### src/rtl/eca_prng_gen.sv
// Elementary cellular automaton PRNG: WIDTH-bit state, 8-bit Wolfram rule, N generations per request.
// Define ECA_PRNG_RULE_WR_EN to make the rule writable through rule_in/rule_wr.
module eca_prng_gen #(
    parameter int         WIDTH   = 64,
    parameter logic [7:0] RULE    = 8'd110,
    parameter int         WRAP    = 0,
    parameter int         OUT_LSB = 29,
    parameter int         OUT_W   = 4
) (
    input  logic             clk,
    input  logic             reset,
    input  logic [WIDTH-1:0] seed_in,
    input  logic             seed_valid,
    input  logic             step_req,
    input  logic [7:0]       steps_n,
    input  logic [7:0]       rule_in,
    input  logic             rule_wr,
    output logic [OUT_W-1:0] out_data,
    output logic             out_valid,
    input  logic             out_ready,
    output logic             busy,
    output logic             seed_rej,
    output logic             led_sig
);

    typedef enum logic [1:0] {
        IDLE,
        RUN,
        HOLD
    } state_t;

    state_t           state_q, state_d;
    logic [WIDTH-1:0] seed_q, seed_d;
    logic             seed_valid_q, seed_valid_d;
    logic             seed_nz_q, seed_nz_d;
    logic             step_q, step_d;
    logic [7:0]       steps_q, steps_d;
    logic [WIDTH-1:0] ca_q, ca_d;
    logic [7:0]       cnt_q, cnt_d;
    logic [OUT_W-1:0] out_data_q, out_data_d;
    logic             out_valid_q, out_valid_d;
    logic             seed_rej_q, seed_rej_d;
    logic             led_q, led_d;
    logic [7:0]       rule_cur;
    logic [WIDTH+1:0] ext;
    logic [WIDTH-1:0] ca_next;

`ifdef ECA_PRNG_RULE_WR_EN
    logic [7:0] rule_q, rule_d;

    // A write lands at the same edge as any generation, so that generation still sees the old rule.
    always_comb begin
        rule_d = rule_wr ? rule_in : rule_q;
    end

    always_ff @(posedge clk) begin
        if (reset) begin
            rule_q <= RULE;
        end else begin
            rule_q <= rule_d;
        end
    end

    assign rule_cur = rule_q;
`else
    logic unused_rule;

    assign unused_rule = ^{rule_in, rule_wr};
    assign rule_cur    = RULE;
`endif

    // ext = {L boundary, q, R boundary}; the 3-bit slice at i is {L,C,R} for cell i.
    always_comb begin
        ext = {(WRAP != 0) ? ca_q[0] : 1'b0, ca_q, (WRAP != 0) ? ca_q[WIDTH-1] : 1'b0};
        ca_next = '0;
        for (int i = 0; i < WIDTH; i++) begin
            ca_next[i] = rule_cur[ext[i +: 3]];
        end
    end

    always_comb begin
        seed_d       = seed_in;
        seed_valid_d = seed_valid;
        seed_nz_d    = |seed_in;
        step_d       = step_req;
        steps_d      = steps_n;
    end

    always_comb begin
        state_d     = state_q;
        ca_d        = ca_q;
        cnt_d       = cnt_q;
        out_data_d  = out_data_q;
        out_valid_d = out_valid_q;
        seed_rej_d  = 1'b0;
        led_d       = led_q;

        if (seed_valid_q && seed_nz_q) begin
            ca_d        = seed_q;
            out_valid_d = 1'b0;
            cnt_d       = '0;
            state_d     = IDLE;
        end else begin
            // A zero seed is refused but still blocks a step registered alongside it.
            if (seed_valid_q) begin
                seed_rej_d = 1'b1;
            end
            case (state_q)
                IDLE: begin
                    if (step_q && !seed_valid_q) begin
                        cnt_d   = (steps_q == 8'd0) ? 8'd1 : steps_q;
                        state_d = RUN;
                    end
                end
                RUN: begin
                    ca_d  = ca_next;
                    cnt_d = cnt_q - 8'd1;
                    if (cnt_q <= 8'd1) begin
                        out_data_d  = ca_next[OUT_LSB +: OUT_W];
                        out_valid_d = 1'b1;
                        state_d     = HOLD;
                    end
                end
                HOLD: begin
                    if (out_ready) begin
                        out_valid_d = 1'b0;
                        led_d       = ~led_q;
                        state_d     = IDLE;
                    end
                end
                default: state_d = IDLE;
            endcase
        end
    end

    always_ff @(posedge clk) begin
        if (reset) begin
            state_q      <= IDLE;
            seed_q       <= '0;
            seed_valid_q <= 1'b0;
            seed_nz_q    <= 1'b0;
            step_q       <= 1'b0;
            steps_q      <= '0;
            ca_q         <= '0;
            cnt_q        <= '0;
            out_data_q   <= '0;
            out_valid_q  <= 1'b0;
            seed_rej_q   <= 1'b0;
            led_q        <= 1'b0;
        end else begin
            state_q      <= state_d;
            seed_q       <= seed_d;
            seed_valid_q <= seed_valid_d;
            seed_nz_q    <= seed_nz_d;
            step_q       <= step_d;
            steps_q      <= steps_d;
            ca_q         <= ca_d;
            cnt_q        <= cnt_d;
            out_data_q   <= out_data_d;
            out_valid_q  <= out_valid_d;
            seed_rej_q   <= seed_rej_d;
            led_q        <= led_d;
        end
    end

    assign out_data  = out_data_q;
    assign out_valid = out_valid_q;
    assign busy      = (state_q != IDLE);
    assign seed_rej  = seed_rej_q;
    assign led_sig   = led_q;

endmodule

### config.mk
export PLATFORM = sky130hd
export DESIGN_NAME = eca_prng_gen
export DESIGN_NICKNAME = d
export VERILOG_FILES = /design/src/rtl/eca_prng_gen.sv
export SDC_FILE = /design/constraint.sdc
export NUM_CORES = 1
export LEC_CHECK = 0
export BUFFER_PORTS_ARGS = -buffer_cell sky130_fd_sc_hd__buf_2
export CAP_MARGIN = 10
export CORE_MARGIN = 3
export CORE_UTILIZATION = 58
export DETAILED_ROUTE_END_ITERATION = 8
export HOLD_SLACK_MARGIN = 0.05
export PLACE_DENSITY = 0.79
export SETUP_SLACK_MARGIN = 0.05
export SYNTH_ARGS = -nofsm -noshare
export SYNTH_HDL_FRONTEND = slang
export SYNTH_SLANG_ARGS = --single-unit
### constraint.sdc
create_clock -name clk -period 2.6 [get_ports clk]
set_input_delay 0.13 -clock clk [delete_from_list [all_inputs] [get_ports clk]]
set_output_delay 0.13 -clock clk [all_outputs]
set_load 0.02 [all_outputs]
==> impl_metrics.toml <==
[placed_design]
io_buffers = 84
dp.cells = 1181
dp_slack_ns = 0.4901
dpl_cell_area_um2 = 9529
place.gp.congestion = 0.8078
hpwl_um = 11190

[floorplan]
die_w_um = 130.0
core-area_um2 = 14810
start_util_pct = 60.27
dieArea_um2 = 16910
die_h_um = 130.0
rows = 44
ios = 94

[critical_path]
crit_path_max_fanout = 37
worstSetupStartpointType = "flop"
cp-startpoint = "state_q[1]"
required_ns = 3.03
arrival_ns = 2.62
reg2regPathDepth = 7
crit_type = "reg -> reg"
rr_startpoint = "state_q[1]"
end_kind = "flop"

[sta]
fin_tns_setup_ns = 0
skew_ns = 0.01201
worstMarginPinSlew_ns = 0.6737
grt_setup_unrepaired = "no"
clock.fmax_mhz = 456.4
setup_viol = 0
post-route-min-period_ns = 2.191
setup_ws_ns = 0.4090
period_share_pct = 84.27
drv_slew = 0
relSlewSlack_pct = 54.67
hold_slack_ns = 0.06960
hold_viol_final = 0

[yosys]
ys.warnings.count = 0
synth_compound_area_share_pct = 9.085
synth-xor-area-share_pct = 0.09814
synthAdderAreaFrac_pct = 8.972
ys_top_cells_by_count = "218 x dfxtp_1, 131 x nand2_1, 127 x inv_1, 77 x nor2b_1, 75 x nor2_1"
synth_simple_gate_area_share_pct = 17.58
synth_seq_area_share_pct = 48.90
ys_ff_latch = 218
yosys-top-cells-area = "dfxtp_1 49%, ha_1 9.0%, mux2i_1 7.6%"
netlist_area_um2 = 8925
synth_top_area_share_pct = 48.90
synth_edf_count = 0
async_reset_ff_share_pct = 0
syn_area_per_cell_um2 = 9.414
synth.net_count = 1098
yosys.area.top_type = "dfxtp_1"
synth_top_family_by_area = "simple AND/OR/NAND/NOR gates"
synthMuxAreaShare_pct = 7.627
synth.most_common_cell = "dfxtp_1"
ys_types = 37
synth_cells = 948
synth-main-ff-cell = "dfxtp_1"

[clock_tree]
cts_resized = 0
clock_sinks = 218
clk_path_buf_depth = 3
cts.htree.levels = 1
path_clk_slew_ns = 0.06
cts_tree = "done"
worstSkewPairLatency_ns = 0.51
cts.hold.buffers_added = 75
post_cts_buffers = 0
cts_root_buf = "clkbuf_16"
cts_inserted_buffers = 24

[global_route]
antenna_found_initial = 0
gr-total-overflow = 0
gr-usage-all-layers_pct = 22.87
grt_pass1_vias = 6697
grt_pass1_wl_um = 31560
grt_start_max_net_pins = 52

[worst_hold_path]
hold_depth = 2
hold_class = "in -> reg"
min_from = "reset"

[route]
wire_per_inst_um = 14.76
drt-initial-drc-count = 420
wl_met2_um = 9293
drt-total-wl_um = 19190
viasPerCell = 5.238
vias = 6810
top_layer_used = "met4"
ant_nets = 0
first_pass_iters = 5
m1WireLength_um = 8648
route.met3.wl_um = 732
drc = 0

[outcome]
status = "finished, final reports clean"

[finish]
syn_to_final_growth_pct = 24.53
final_core_util_pct = 75.05
drive_gt1_share_pct = 12.90
design_area_um2 = 11110
fillers = 1005
antennaDiodeCount = 0
finalNetCount = 1248
instances_no_fill = 1300

[flow_run]
max_cap_violations = 0

[pwr]
power_density_nw_per_um2 = 728.4
ir_drop_uv = 592.3
power.total_mw = 8.096
p_leak_nw = 5.327
==> critical path: stages (launching register included) <==
cell,delay [ns]
dfxtp_1,0.46
nand2b_2,0.18
buf_4,0.39
nand2_1,0.13
a311o_1,0.45
ha_1,0.31
inv_1,0.04
mux2i_1,0.13
==> registers in the layout, summed over array words and instances (netlist names) <==
| name | count |
|---|---|
| ca_next | 62 |
| seed_q | 64 |
| cnt_q | 8 |
| out_valid | 1 |
| seed_valid_q | 1 |
| out_data | 4 |
| ca_q | 64 |
| state_q | 2 |
| seed_rej | 1 |
| seed_nz_q | 1 |
| led_sig | 1 |
| step_q | 1 |
| steps_q | 8 |
==> cell type report <==
class | count | area [µm²] | area share (%)
Multi-Input combinational cell | 555 | 3887 | 34.98
Tap cell | 184 | 230.2 | 2.071
Clock buffer | 36 | 716.9 | 6.451
Sequential cell | 218 | 4364 | 39.27
Inverter | 127 | 476.7 | 4.289
Timing Repair Buffer | 172 | 1321 | 11.89
Clock inverter | 8 | 117.6 | 1.058
==> layout by cell type, fill, tap and decap left out, drive strengths merged, types with 61 or more instances in the layout <==
cell and instances:
dfxtp 218, nand2 131, inv 127, buf 97
nor2b 77, nor2 75, dlygate4sd3 75, mux2i 68
ha 64, a311o 61
==> per-layer routing <==
metal	global-route usage (%)	vias up
met2	39.89	132
met5	0	-
met1	29.27	3208
met3	3.643	36
li1	-	3434
met4	6.846	0
==> worst paths after layout <==
check,end,slack [ns]
setup / recovery,ca_next[8],0.41
hold / removal,led_sig,0.07
setup reg to reg,ca_next[8],0.41
hold reg to reg,out_data[2],0.47
==> cells by family after synthesis <==
| kind of cell | count (synthesis) |
|---|---|
| simple gates | 331 |
| flops | 218 |
| buf+inv | 175 |
| compound gates | 91 |
| mux | 68 |
| fa+ha+maj | 64 |
| xor+xnor | 1 |
==> power breakdown <==
part           internal (mW)  switching [mW]  total [mW]
combinational          0.431           0.468       0.900
clock                   2.20            1.30        3.50
sequential              3.61          0.0848        3.70
total                   6.24            1.86        8.10
Power figures use the tool's default switching activity.
